File: src/rtl/regfile_wb_arbiter.sv
// Round-robin arbiter sharing the register file write port among NUM_REQ writeback requesters.
// Optional macro REGFILE_WB_ZERO_REG_EN: accepted writes to register 0 are dropped (reg_write=0).
module regfile_wb_arbiter #(
  parameter int unsigned NUM_REQ       = 3,
  parameter int unsigned DATA_WIDTH    = 16,
  parameter int unsigned REGADDR_WIDTH = 3,
  parameter int unsigned CNT_WIDTH     = 8
) (
  input  logic                             clk,
  input  logic                             reset,
  input  logic [NUM_REQ-1:0]               req_valid,
  input  logic [NUM_REQ*REGADDR_WIDTH-1:0] req_reg,
  input  logic [NUM_REQ*DATA_WIDTH-1:0]    req_data,
  output logic [NUM_REQ-1:0]               req_ready,
  input  logic                             wb_stall,
  output logic                             reg_write,
  output logic [REGADDR_WIDTH-1:0]         write_reg,
  output logic [DATA_WIDTH-1:0]            write_data,
  output logic [NUM_REQ-1:0]               last_grant,
  output logic [CNT_WIDTH-1:0]             contention_cnt
);

  localparam int unsigned PtrW = (NUM_REQ > 1) ? $clog2(NUM_REQ) : 1;

  logic [PtrW-1:0]          rr_ptr_q, rr_ptr_d;
  logic                     reg_write_q, reg_write_d;
  logic [REGADDR_WIDTH-1:0] write_reg_q, write_reg_d;
  logic [DATA_WIDTH-1:0]    write_data_q, write_data_d;
  logic [NUM_REQ-1:0]       last_grant_q, last_grant_d;
  logic [CNT_WIDTH-1:0]     contention_cnt_q, contention_cnt_d;

  logic                     hi_found, lo_found, seen, multi_valid;
  logic [PtrW-1:0]          hi_idx, lo_idx, gnt_idx;
  logic                     any_valid, accept, issue_write;
  logic [NUM_REQ-1:0]       gnt_oh;
  logic [REGADDR_WIDTH-1:0] sel_reg;
  logic [DATA_WIDTH-1:0]    sel_data;

  // Wrapped search from rr_ptr: first valid at/above the pointer, else first valid overall.
  always_comb begin
    hi_found    = 1'b0;
    lo_found    = 1'b0;
    hi_idx      = '0;
    lo_idx      = '0;
    seen        = 1'b0;
    multi_valid = 1'b0;
    for (int unsigned i = 0; i < NUM_REQ; i++) begin
      if (req_valid[i]) begin
        if (seen) begin
          multi_valid = 1'b1;
        end
        seen = 1'b1;
        if (!lo_found) begin
          lo_found = 1'b1;
          lo_idx   = PtrW'(i);
        end
        if (!hi_found && (i >= 32'(rr_ptr_q))) begin
          hi_found = 1'b1;
          hi_idx   = PtrW'(i);
        end
      end
    end
  end

  assign any_valid = lo_found;
  assign gnt_idx   = hi_found ? hi_idx : lo_idx;
  assign accept    = any_valid & ~wb_stall;

  always_comb begin
    gnt_oh   = '0;
    sel_reg  = '0;
    sel_data = '0;
    for (int unsigned i = 0; i < NUM_REQ; i++) begin
      if (gnt_idx == PtrW'(i)) begin
        gnt_oh[i] = 1'b1;
        sel_reg   = req_reg[i*REGADDR_WIDTH +: REGADDR_WIDTH];
        sel_data  = req_data[i*DATA_WIDTH +: DATA_WIDTH];
      end
    end
  end

  // Ready depends only on the request side, never on the staged output.
  assign req_ready = accept ? gnt_oh : '0;

`ifdef REGFILE_WB_ZERO_REG_EN
  assign issue_write = (sel_reg != '0);
`else
  assign issue_write = 1'b1;
`endif

  always_comb begin
    rr_ptr_d         = rr_ptr_q;
    reg_write_d      = 1'b0;
    write_reg_d      = write_reg_q;
    write_data_d     = write_data_q;
    last_grant_d     = last_grant_q;
    contention_cnt_d = contention_cnt_q;
    if (accept) begin
      reg_write_d  = issue_write;
      write_reg_d  = sel_reg;
      write_data_d = sel_data;
      last_grant_d = gnt_oh;
      rr_ptr_d     = (gnt_idx == PtrW'(NUM_REQ - 1)) ? '0 : gnt_idx + 1'b1;
      if (multi_valid && (contention_cnt_q != {CNT_WIDTH{1'b1}})) begin
        contention_cnt_d = contention_cnt_q + 1'b1;
      end
    end
  end

  always_ff @(posedge clk or posedge reset) begin
    if (reset) begin
      rr_ptr_q         <= '0;
      reg_write_q      <= 1'b0;
      write_reg_q      <= '0;
      write_data_q     <= '0;
      last_grant_q     <= '0;
      contention_cnt_q <= '0;
    end else begin
      rr_ptr_q         <= rr_ptr_d;
      reg_write_q      <= reg_write_d;
      write_reg_q      <= write_reg_d;
      write_data_q     <= write_data_d;
      last_grant_q     <= last_grant_d;
      contention_cnt_q <= contention_cnt_d;
    end
  end

  assign reg_write      = reg_write_q;
  assign write_reg      = write_reg_q;
  assign write_data     = write_data_q;
  assign last_grant     = last_grant_q;
  assign contention_cnt = contention_cnt_q;

endmodule

File: config.mk
export PLATFORM = sky130hd
export DESIGN_NAME = regfile_wb_arbiter
export DESIGN_NICKNAME = d
export VERILOG_FILES = /design/src/rtl/regfile_wb_arbiter.sv
export SDC_FILE = /design/constraint.sdc
export NUM_CORES = 1
export LEC_CHECK = 0
export CORE_MARGIN = 2
export CORE_UTILIZATION = 25
export CTS_CLUSTER_DIAMETER = 120
export DETAILED_ROUTE_END_ITERATION = 8
export SYNTH_ARGS = -nofsm -noshare
export SYNTH_HDL_FRONTEND = slang
export SYNTH_SLANG_ARGS = --single-unit
File: constraint.sdc
create_clock -name clk -period 1.6 [get_ports clk]
set_input_delay 0.32 -clock clk [delete_from_list [all_inputs] [get_ports clk]]
set_output_delay 0.32 -clock clk [all_outputs]
set_load 0.02 [all_outputs]
[After elaboration in Yosys (flattened, before gate mapping)]
Index checks and enable logic that the tools add are counted.
Word-level totals
  input port bits: 63
  logic and storage cells: 57
  bits in registers: 33
Operators by class
  add/subtract/negate cells: 2
  bitwise logic cells: 2
  eq/ne operators: 3
  reductions and logical operators: 7
  magnitude comparators: 3
  mux-type cells: 34
Operators by type and width (number)
  $mux W16: 3
  $mux W1: 21
  $mux W2: 6
  $mux W3: 4
  $add A8 B1 Y8 const B: 1
  $ne A8 B8 Y1 const B: 1
  $ge A1 B2 Y1 const A: 2
  $logic_and A1 B1 Y1: 3
  $add A2 B1 Y2 const B: 1
  $eq A2 B1 Y1 const B: 1
  $eq A2 B2 Y1 const B: 1
  $ge A2 B2 Y1 const A: 1
  $logic_not A1 Y1: 2
  $logic_not A2 Y1: 1
  $reduce_and A2 Y1: 1
  $and A1 B1 Y1: 1
  $not A1 Y1: 1

[Logic depth before layout (Yosys ltp)]
Gate-level depths: netlist of the first run.
  depth after elaboration: 16
  mapped depth: 8
  depth with buffers taken out: 5

[Worst setup path after synthesis of the first run]
No wires, ideal clock.
  kind: register -> output
  from: register last_grant[1] (netlist name)
  to: output port req_ready[1]
  slack: -60 ps
  stages on the path, launching flop included: 6
  path buffers: 1
  arrival: 1340 ps
  path through: dfrtp_1 nand2b_1 a21boi_2 buf_6 nand2b_1 nor2_1
RTL lines
  end, declared: line 14  | output logic [NUM_REQ-1:0] req_ready,

==> results of run 1 <==
## critical path, stage by stage, from the launching register on
cell	delay (ps)
dfrtp_1	420
buf_6	130
buf_4	130
nor2b_4	120
o211a_4	270
buf_6	130
## power by group
group	internal, W	switching, W
Sequential	0.00101	0.000134
Clock	0.000550	0.000301
Combinational	0.000803	0.000804
## placed cells by master (no fill, tap or decap), drive strengths merged, types with 2 or more instances in the layout
cell type / instances
xor2: 6
a21oi: 4
buf: 33
nand3: 2
a2111oi: 3
dfrtp: 32
o21ai: 2
dlymetal6s2s: 22
mux2i: 18
clkdlybuf4s50: 59
nor3: 4
nor2: 21
nor2b: 2
dlygate4sd2: 11
a221oi: 18
nand2: 6
a21o: 3
inv: 21
nand3b: 2
clkbuf: 9
nand2b: 2
## area by class of cell
cell class              instances  area, sq um
fillers                       734         3790
flip-flops and latches         32          806
inverters                      22         83.8
repair buffers                127         1310
well taps                      99          124
clock inverters                 1         30.0
clock buffers                   7         96.3
multi-input cells             109         1050
## metal layers
layer | routed length, um | vias to the layer above | global-route usage (%)
li1 | - | 864 | -
met1 | 2690 | 839 | 17.9
met2 | 2630 | 71 | 22.5
met3 | 408 | 2 | 5.56
met4 | 22 | 0 | 2.65
met5 | 0 | - | 0
## per-stage QoR
step	setup WS [ps]	utilization, %
final	-206	48.0
after floorplan	-25.9	-
after global routing	-276	48.0
after global placement	-726	42.9
after CTS	-195	46.0
after detailed placement	-798	42.9
## logic make-up (layout without fill, tap and decap cells)
family / after synthesis / in the layout / share of synthesized area, %
muxes: 19 / 19 / 10.1
and+or+nand+nor: 46 / 46 / 13.3
buffers and inverters: 33 / 157 / 8.53
AOI/OAI and AO/OA: 35 / 35 / 21.3
xor gates and xnor gates: 7 / 7 / 3.24
adders and majority gates: 2 / 2 / 1.19
DFF: 32 / 32 / 42.3
## final timing paths
path / from / end / slack (ps)
max in group asynchronous: reset / rr_ptr_q[0] / 1030
setup reg to reg: last_grant[1] / write_data[10] / -30
hold reg to reg: last_grant[2] / last_grant[2] / 480
setup / recovery: last_grant[1] / req_ready[2] / -210
hold / removal: reset / write_data[3] / 380
min in group clk: last_grant[2] / last_grant[2] / 480
## timing repair
action / CTS / global route
endpoints found under the setup margin: 39 / 46
buffers inserted: 5 / 3
gates resized for setup: 44 / 37
pin swaps: 6 / 6
hold buffers: 0 / 0
cloned: 1 / 1
==> reports/metrics.csv, run 1 <==
stage,metric,value,unit
global_route,antenna_found_initial,0,
logic_synthesis,synthCells,174,
logic_synthesis,netlist.area_leader.share,42.3,%
logic_synthesis,syn-cell-area,0.00189,sq mm
cts,cts.sinks,32,
critical_path,start_kind,flip-flop,
detailed_routing,wl_per_cell,14.5,um
cells_and_area,diodes,0,
floorplanning,start_util,26.0,%
floorplanning,io-pin-count,97,
logic_synthesis,synth.most_common_cell,dfrtp_1,
floorplanning,core_area,0.00729,sq mm
floorplanning,die_area,0.00828,sq mm
cts,clkSlewWorstSetupHoldPaths,70,ps
timing,hold_viol_final,0,
timing,timing.final.crit_share,113,%
detailed_routing,drc,0,
logic_synthesis,synth.area.top_cells,"dfrtp_1 42%, mux2i_1 9.5%, a221oi_2 7.9%",
power,p_per_area,1030,mW/mm^2
place,place_hpwl,4.21,mm
place,io_buffer_count,96,
logic_synthesis,async_flop_share,100,%
detailed_routing,via_per_inst,4.47,
timing,rsz0062_at_grt,true,
cells_and_area,syn_to_final_growth,84.9,%
status,status,finished with violations,
timing,timing.hold.ws,381,ps
cells_and_area,stdcell_count,397,
floorplanning,die_h,91.0,um
logic_synthesis,ys.flop_type,dfrtp_1,
timing,finalSetupTns,-767,ps
detailed_routing,via_count,1776,
logic_synthesis,synth_edf_count,0,
timing,slew_headroom,71.9,%
status,violations,negative setup slack,
place,dp.cells,382,
timing,skew,8.94,ps
global_route,overflow,0,
power,ir_drop,0.356,mV
detailed_routing,ant_nets,0,
power,p_total,0.00360,W
timing,timing.final.setup_violations,15,
cells_and_area,nNetsFinal,361,
critical_path,r2r.worst_path.cells,7,
critical_path,worst-path-max-fanout,4,
timing,tightestPinTransition,419,ps
logic_synthesis,yosys.cell_types.count,40,
place,place_congestion,0.825,
logic_synthesis,avgSynthCellArea,10.9,sq um
cts,tritoncts,built,
timing,fin_ws,-206,ps
global_route,track_usage,14.0,%
critical_path,critical_path_class,reg2out,
detailed_routing,dr.pass1.iters,4,
timing,slew_viol_final,0,
global_route,grt_max_degree,33,
critical_path,critPathArrivalTime,1490,ps
detailed_routing,drt_iter0_drc,48,
place,placed_area,0.00313,sq mm
cells_and_area,drive_above_1_share,28.5,%
logic_synthesis,ys_seq_elements,32,
cts,htree_levels,2,
logic_synthesis,synthTopCellsByCount,"32 x dfrtp_1, 21 x inv_1, 21 x nor2_1",
cells_and_area,design_area,0.00350,sq mm
critical_path,worstPathRequired,1280,ps
job,maxCapViolCount,0,
logic_synthesis,yosys.area.top_type,dfrtp_1,
logic_synthesis,syn_nets,238,
logic_synthesis,ys_seq_area_share,42.3,%
critical_path,crit_path_end_kind,output pin,
power,total_leakage_power,1.66,nW
min_path,hp-class,in2async,
detailed_routing,drt_wl_total,5.75,mm
cts,cts_buffers,5,
cts,cts-root-buf,clkbuf_8,
floorplanning,rows,31,
global_route,grt_pass1_wl,9.41,mm
cts,cts_buffer_depth,2,
timing,fmax,554,MHz
floorplanning,fp.dieW,91.0,um
global_route,grt_pass1_vias,1914,
cts,worstSkewPairLatency,280,ps
timing,fin_crit,1810,ps
logic_synthesis,ys_warn_count,0,
cells_and_area,largest_reg_flops,16,
Note: power is estimated with default switching activity, not from simulation.
==> run 2, diff against run 1 <==
--- a/config.mk
+++ b/config.mk
@@ -7,8 +7,10 @@
 export LEC_CHECK = 0
 export CORE_MARGIN = 2
 export CORE_UTILIZATION = 25
+export CTS_BUF_LIST = sky130_fd_sc_hd__clkbuf_16
 export CTS_CLUSTER_DIAMETER = 120
 export DETAILED_ROUTE_END_ITERATION = 8
+export SLEW_MARGIN = 20
 export SYNTH_ARGS = -nofsm -noshare
 export SYNTH_HDL_FRONTEND = slang
 export SYNTH_SLANG_ARGS = --single-unit
==> run 2 against run 1 <==
  * The run still ends with negative setup slack left
  * Clock power grew 24%
  * Count of clock-buffer cells in the layout shrank 2
  * Global-route usage shrank 0.10 points
  * Worst setup slack gained 18 ps
  * Flip-flop and latch count is the same
  * Wire length shrank 0.43%
  * Die area is the same
  * Register-to-register slack gained 20 ps
  * Critical path type unchanged
  * Largest cell class unchanged
  * Largest power group unchanged
==> reports/metrics.csv, run 2 (synthesis gave the netlist of run 1 again) <==
stage,metric,value,unit,change
detailed_routing,drt_iter0_drc,20,,-58%
floorplanning,die_area,0.00828,sq mm,unchanged
floorplanning,start_util,26.0,%,unchanged
cts,cts.sinks,32,,unchanged
global_route,grt_pass1_wl,9.34,mm,-0.73%
floorplanning,io-pin-count,97,,unchanged
critical_path,worst-path-max-fanout,4,,unchanged
status,violations,negative setup slack,,
floorplanning,fp.dieW,91.0,um,unchanged
timing,fin_crit,1790,ps,-17.8 ps
cells_and_area,nNetsFinal,359,,-0.55%
job,maxCapViolCount,0,,unchanged
timing,fin_ws,-188,ps,+17.8 ps
timing,hold_viol_final,0,,unchanged
detailed_routing,drc,0,,unchanged
timing,tightestPinTransition,469,ps,+49.4 ps
cts,cts_buffers,5,,unchanged
global_route,antenna_found_initial,0,,unchanged
critical_path,start_kind,flip-flop,,
floorplanning,rows,31,,unchanged
cells_and_area,largest_reg_flops,16,,unchanged
critical_path,critical_path_class,reg2out,,
detailed_routing,drt_wl_total,5.73,mm,-0.43%
power,p_per_area,1100,mW/mm^2,+6.5%
detailed_routing,wl_per_cell,14.5,um,about the same
detailed_routing,topRoutingLayerUsed,met4,,
global_route,overflow,0,,unchanged
power,ir_drop,0.468,mV,+31%
detailed_routing,via_count,1795,,+1.1%
critical_path,cp_slowest_stage_delay,430,ps,about the same
global_route,grt_max_degree,33,,unchanged
cts,cts-root-buf,clkbuf_16,,
cells_and_area,syn_to_final_growth,84.7,%,
global_route,grt_pass1_vias,1914,,unchanged
place,place_hpwl,4.21,mm,unchanged
critical_path,slowest_stage,dfrtp_1,,
cells_and_area,diodes,0,,unchanged
detailed_routing,dr.pass1.iters,4,,unchanged
detailed_routing,met2_length,2.62,mm,-0.72%
timing,slew_headroom,68.7,%,-3.2 points
floorplanning,die_h,91.0,um,unchanged
timing,rsz0062_at_grt,true,,
critical_path,worstPathRequired,1280,ps,about the same
timing,slew_viol_final,0,,unchanged
power,total_leakage_power,1.54,nW,-7.5%
cells_and_area,drive_above_1_share,28.0,%,-0.48 points
detailed_routing,ant_nets,0,,unchanged
detailed_routing,wl_met1,2.59,mm,-3.5%
critical_path,crit_path_end_kind,output pin,,
critical_path,worstPathCellList,nand2b_4 > a21boi_4 > nand2b_1 > nor2_2 > buf_6,,
timing,timing.final.crit_share,112,%,-1.1 points
cts,cts_buffer_depth,2,,unchanged
cts,postCtsHoldBufs,0,,unchanged
detailed_routing,via_per_inst,4.54,,+1.6%
timing,finalSetupTns,-454,ps,+313 ps
global_route,track_usage,13.9,%,-0.10 points
timing,fmax,559,MHz,+0.99%
floorplanning,core_area,0.00729,sq mm,unchanged
place,io_buffer_count,96,,unchanged
place,pre_cts_ws,-798,ps,unchanged
detailed_routing,route.met3.wl,469,um,+15%
cells_and_area,num-fill-cells,723,,-1.5%
status,status,finished with violations,,
timing,skew,4.31,ps,-4.63 ps
cells_and_area,final_common_cell,clkdlybuf4s50_1,,
min_path,hp-class,in2async,,
cts,worstSkewPairLatency,270,ps,about the same
critical_path,critPathArrivalTime,1470,ps,-20 ps
place,place_congestion,0.825,,unchanged
cts,htree_levels,2,,unchanged
cts,clkSlewWorstSetupHoldPaths,50,ps,-20 ps
cts,tritoncts,built,,
cells_and_area,final_cell_mix,"75 x clkdlybuf4s50_1, 28 x dfrtp_1, 21 x inv_1",,
timing,timing.final.setup_violations,5,,-10
[run 2: cell types whose count changed in the layout (fill, tap and decap cells not counted), sizes merged]
| cell | previous run | this run |
|---|---|---|
| dlymetal6s2s | 22 | 6 |
| clkdlybuf4s50 | 59 | 75 |
| clkinv | 1 | 3 |
| clkdlybuf4s15 | 0 | 1 |
| buf | 33 | 32 |
| clkbuf | 9 | 5 |
[run 2: final cells by class]
type / count / area [sq um] / area share, %
repair buffers: 125 / 1240 / 35.6
multi-input cells: 109 / 1080 / 30.8
flip-flops and latches: 32 / 806 / 23.0
clock buffers: 5 / 125 / 3.58
well taps: 99 / 124 / 3.54
inverters: 22 / 83.8 / 2.40
clock inverters: 3 / 37.5 / 1.07
[run 2: critical path, delay by kind of cell (launching register included)]
kind	cells	cell delay, ps
DFF	1	430
and+or+nand+nor	3	420
AOI/OAI and AO/OA	1	220
buffers and inverters	1	130
[run 2: final timing paths]
kind,depth (start not counted),from,endpoint,slack [ps]
max reg2reg,5,last_grant[1],write_reg[2],-10
min reg2reg,1,last_grant[2],last_grant[2],480
min,3,reset,write_data[3],390
min in group clk,1,last_grant[2],last_grant[2],480
max,5,last_grant[1],req_ready[1],-190
max in group asynchronous,3,reset,contention_cnt[3],1020
[run 2: power by group]
part | switching, W | internal, W | leakage [nW]
registers | 0.000140 | 0.00101 | 0.365
logic | 0.000816 | 0.000819 | 1.09
clock network | 0.000324 | 0.000722 | 0.0789
total | 0.00128 | 0.00255 | 1.54
[run 2: stage by stage]
stage / area (sq um) / util (%) / std cells / power (W) / hold slack (ps)
final: 3500 / 47.9 / 395 / 0.00383 / 394
after global routing: 3500 / 47.9 / 395 / 0.00406 / 452
after detailed placement: 3130 / 42.9 / 382 / 0.00276 / 471
after CTS: 3420 / 46.9 / 393 / 0.00385 / 404
after global placement: 3130 / 42.9 / 382 / 0.00273 / 476
after floorplan: 1910 / - / 174 / 0.00195 / 429
[run 2: layer usage]
metal	up-vias	global-route usage (%)
met1	849	17.6
met3	5	5.56
met5	-	0
met4	0	2.65
met2	78	22.5
li1	863	-
[run 2: timing repair]
item / in CTS / in global routing
setup buffers: 4 / 1
endpoints found under the setup margin: 38 / 29
pin swaps: 6 / 3
gates resized for setup: 52 / 19
cloned: 0 / 1
==> run 3, diff against run 2 <==
--- a/config.mk
+++ b/config.mk
@@ -5,6 +5,7 @@
 export SDC_FILE = /design/constraint.sdc
 export NUM_CORES = 1
 export LEC_CHECK = 0
+export ABC_CLOCK_PERIOD_IN_PS = 1550
 export CORE_MARGIN = 2
 export CORE_UTILIZATION = 25
 export CTS_BUF_LIST = sky130_fd_sc_hd__clkbuf_16
==> constraint.sdc (replaced) <==
create_clock -name clk -period 1.55 [get_ports clk]
set_input_delay 0.31 -clock clk [delete_from_list [all_inputs] [get_ports clk]]
set_output_delay 0.31 -clock clk [all_outputs]
set_load 0.02 [all_outputs]
==> run 3 against run 2 <==
  * The run still ends with negative setup slack left
  * Count of clock-buffer cells in the layout unchanged
  * Design area increased by 1.7%
  * Clock skew is 0.55 ps lower
  * Core utilization increased by 0.81 points
  * Wire length increased by 0.38%
  * Die area unchanged
  * Worst hold slack got worse by 11 ps
  * Flip-flop and latch count unchanged
  * Worst setup slack worse by 2.1 ps
  * Via count increased by 0.67%
  * Critical path type unchanged
  * Largest cell class unchanged
  * Highest routed layer unchanged
==> reports/metrics.csv, run 3 (synthesis gave the netlist of run 1 again) <==
stage,metric,value,unit,change
status,status,finished with violations,,
status,violations,negative setup slack,,
cts,cts_buffers,5,,unchanged
critical_path,r2r.worst_path.cells,7,,+2
detailed_routing,wl_per_cell,14.4,um,-0.87%
critical_path,worstPathRequired,1240,ps,-40 ps
critical_path,worstPathCellList,nand2b_4 > a21oi_1 > o211a_1 > buf_6,,
critical_path,slowest_stage,dfrtp_2,,
critical_path,cp_num_cells,4,,-1
power,ir_drop,0.394,mV,-16%
detailed_routing,drt_iter0_drc,57,,+190%
detailed_routing,via_count,1807,,+0.67%
critical_path,path_buf_inv,1,,unchanged
cells_and_area,diodes,0,,unchanged
critical_path,critical_path_class,reg2out,,
floorplanning,core_area,0.00729,sq mm,unchanged
timing,skew,3.76,ps,-0.549 ps
place,place_congestion,0.737,,-11%
critical_path,crit_family,flip-flops,,
cts,cts_buffer_depth,2,,unchanged
cells_and_area,largest_reg_flops,16,,unchanged
job,maxCapViolCount,0,,unchanged
timing,fmax,575,MHz,
critical_path,r2r_end,write_data[9],,
floorplanning,rows,31,,unchanged
cts,clkSlewWorstSetupHoldPaths,50,ps,about the same
cts,worstSkewPairLatency,270,ps,about the same
timing,finalSetupTns,-2600,ps,-2150 ps
detailed_routing,drt_wl_total,5.75,mm,+0.38%
critical_path,critPathArrivalTime,1430,ps,-40 ps
global_route,track_usage,13.2,%,-0.68 points
global_route,antenna_found_initial,0,,unchanged
cells_and_area,drive_above_1_share,29.6,%,+1.5 points
cts,postCtsHoldBufs,0,,unchanged
power,p_per_area,1110,mW/mm^2,+1.3%
critical_path,r2r_slack,-150,ps,-140 ps
critical_path,cp_slowest_stage_delay,450,ps,+20 ps
timing,hold_viol_final,0,,unchanged
timing,rsz0062_at_grt,true,,
detailed_routing,dr.pass1.iters,4,,unchanged
place,pre_cts_ws,-800,ps,-1.29 ps
global_route,grt_pass1_vias,1852,,-3.2%
min_path,hp-class,in2async,,
critical_path,start_kind,flip-flop,,
critical_path,worst-path-max-fanout,6,,+2
cells_and_area,final_common_cell,clkdlybuf4s50_1,,
cts,cts.sinks,32,,unchanged
cells_and_area,syn_to_final_growth,87.8,%,
timing,fin_crit,1740,ps,
global_route,grt_max_degree,33,,unchanged
timing,slew_viol_final,0,,unchanged
floorplanning,die_h,91.0,um,unchanged
critical_path,crit_path_end_kind,output pin,,
cts,htree_levels,2,,unchanged
cells_and_area,nNetsFinal,364,,+1.4%
cells_and_area,final_cell_mix,"59 x clkdlybuf4s50_1, 27 x dfrtp_1, 26 x buf_4",,
timing,timing.final.setup_violations,21,,+16
timing,tightestPinTransition,287,ps,-182 ps
detailed_routing,ant_nets,0,,unchanged
floorplanning,io-pin-count,97,,unchanged
timing,slew_headroom,80.7,%,+12 points
cts,tritoncts,built,,
detailed_routing,drc,0,,unchanged
critical_path,rr_startpoint,last_grant[1],,
place,place_hpwl,4.09,mm,-2.8%
detailed_routing,via_per_inst,4.52,,-0.59%
floorplanning,fp.dieW,91.0,um,unchanged
global_route,grt_pass1_wl,8.87,mm,-5.0%
place,io_buffer_count,96,,unchanged
power,total_leakage_power,1.61,nW,+4.8%
floorplanning,start_util,26.0,%,unchanged
cts,cts-root-buf,clkbuf_16,,
timing,timing.final.crit_share,112,%,
floorplanning,die_area,0.00828,sq mm,unchanged
global_route,overflow,0,,unchanged
timing,fin_ws,-190,ps,-2.12 ps
run 3: tightest hold or removal path: stages:
cell and delay [ps]:
clkdlybuf4s50_1 400, inv_1 90, buf_12 220
run 3: per-layer routing:
metal	GRT usage [%]	up-vias	routed length, um	part of all wire, %
met1	15.9	843	2470	43
li1	-	875	-	-
met2	22.3	82	2650	46
met3	4.81	7	577	10
met4	3.41	0	52	0.90
met5	0	-	0	0
run 3: layout make-up:
class	instances	area, sq um
clock inverters	3	38.8
fillers	707	3740
clock buffers	5	125
inverters	22	83.8
multi-input cells	109	1060
well taps	99	124
repair buffers	130	1320
flip-flops and latches	32	807
run 3: repair_timing:
action | in CTS | in global routing
endpoints found under the setup margin | 53 | 38
resized for setup | 51 | 38
pin swaps | 6 | 7
cloned | 0 | 2
buffers inserted | 6 | 1
run 3: through the flow:
step	util (%)	power (W)	instances	hold slack, ps	instance area (sq um)
finish	48.7	0.00395	400	383	3550
CTS	46.2	0.00391	398	390	3370
global placement	43.3	0.00284	384	468	3150
floorplan	-	0.00203	174	419	1920
global route	48.7	0.00416	400	419	3550
detailed placement	43.3	0.00287	384	464	3150
run 3: how the worst max path moves through the flow:
| stage | start | to | slack (ps) |
|---|---|---|---|
| 2_1_floorplan | last_grant[1] | req_ready[1] | -70 |
| 3_3_place_gp | req_valid[0] | write_reg[2] | -720 |
| 3_5_place_dp | req_valid[0] | write_data[12] | -800 |
| 4_1_cts | last_grant[1] | req_ready[1] | -200 |
| 5_1_grt | last_grant[1] | req_ready[2] | -250 |
| 6_report | last_grant[1] | req_ready[2] | -190 |
run 3: where the power goes:
| part | internal [W] | switching [W] |
|---|---|---|
| sequential | 0.00105 | 0.000142 |
| combinational | 0.000836 | 0.000828 |
| clock | 0.000748 | 0.000349 |
| total | 0.00263 | 0.00132 |
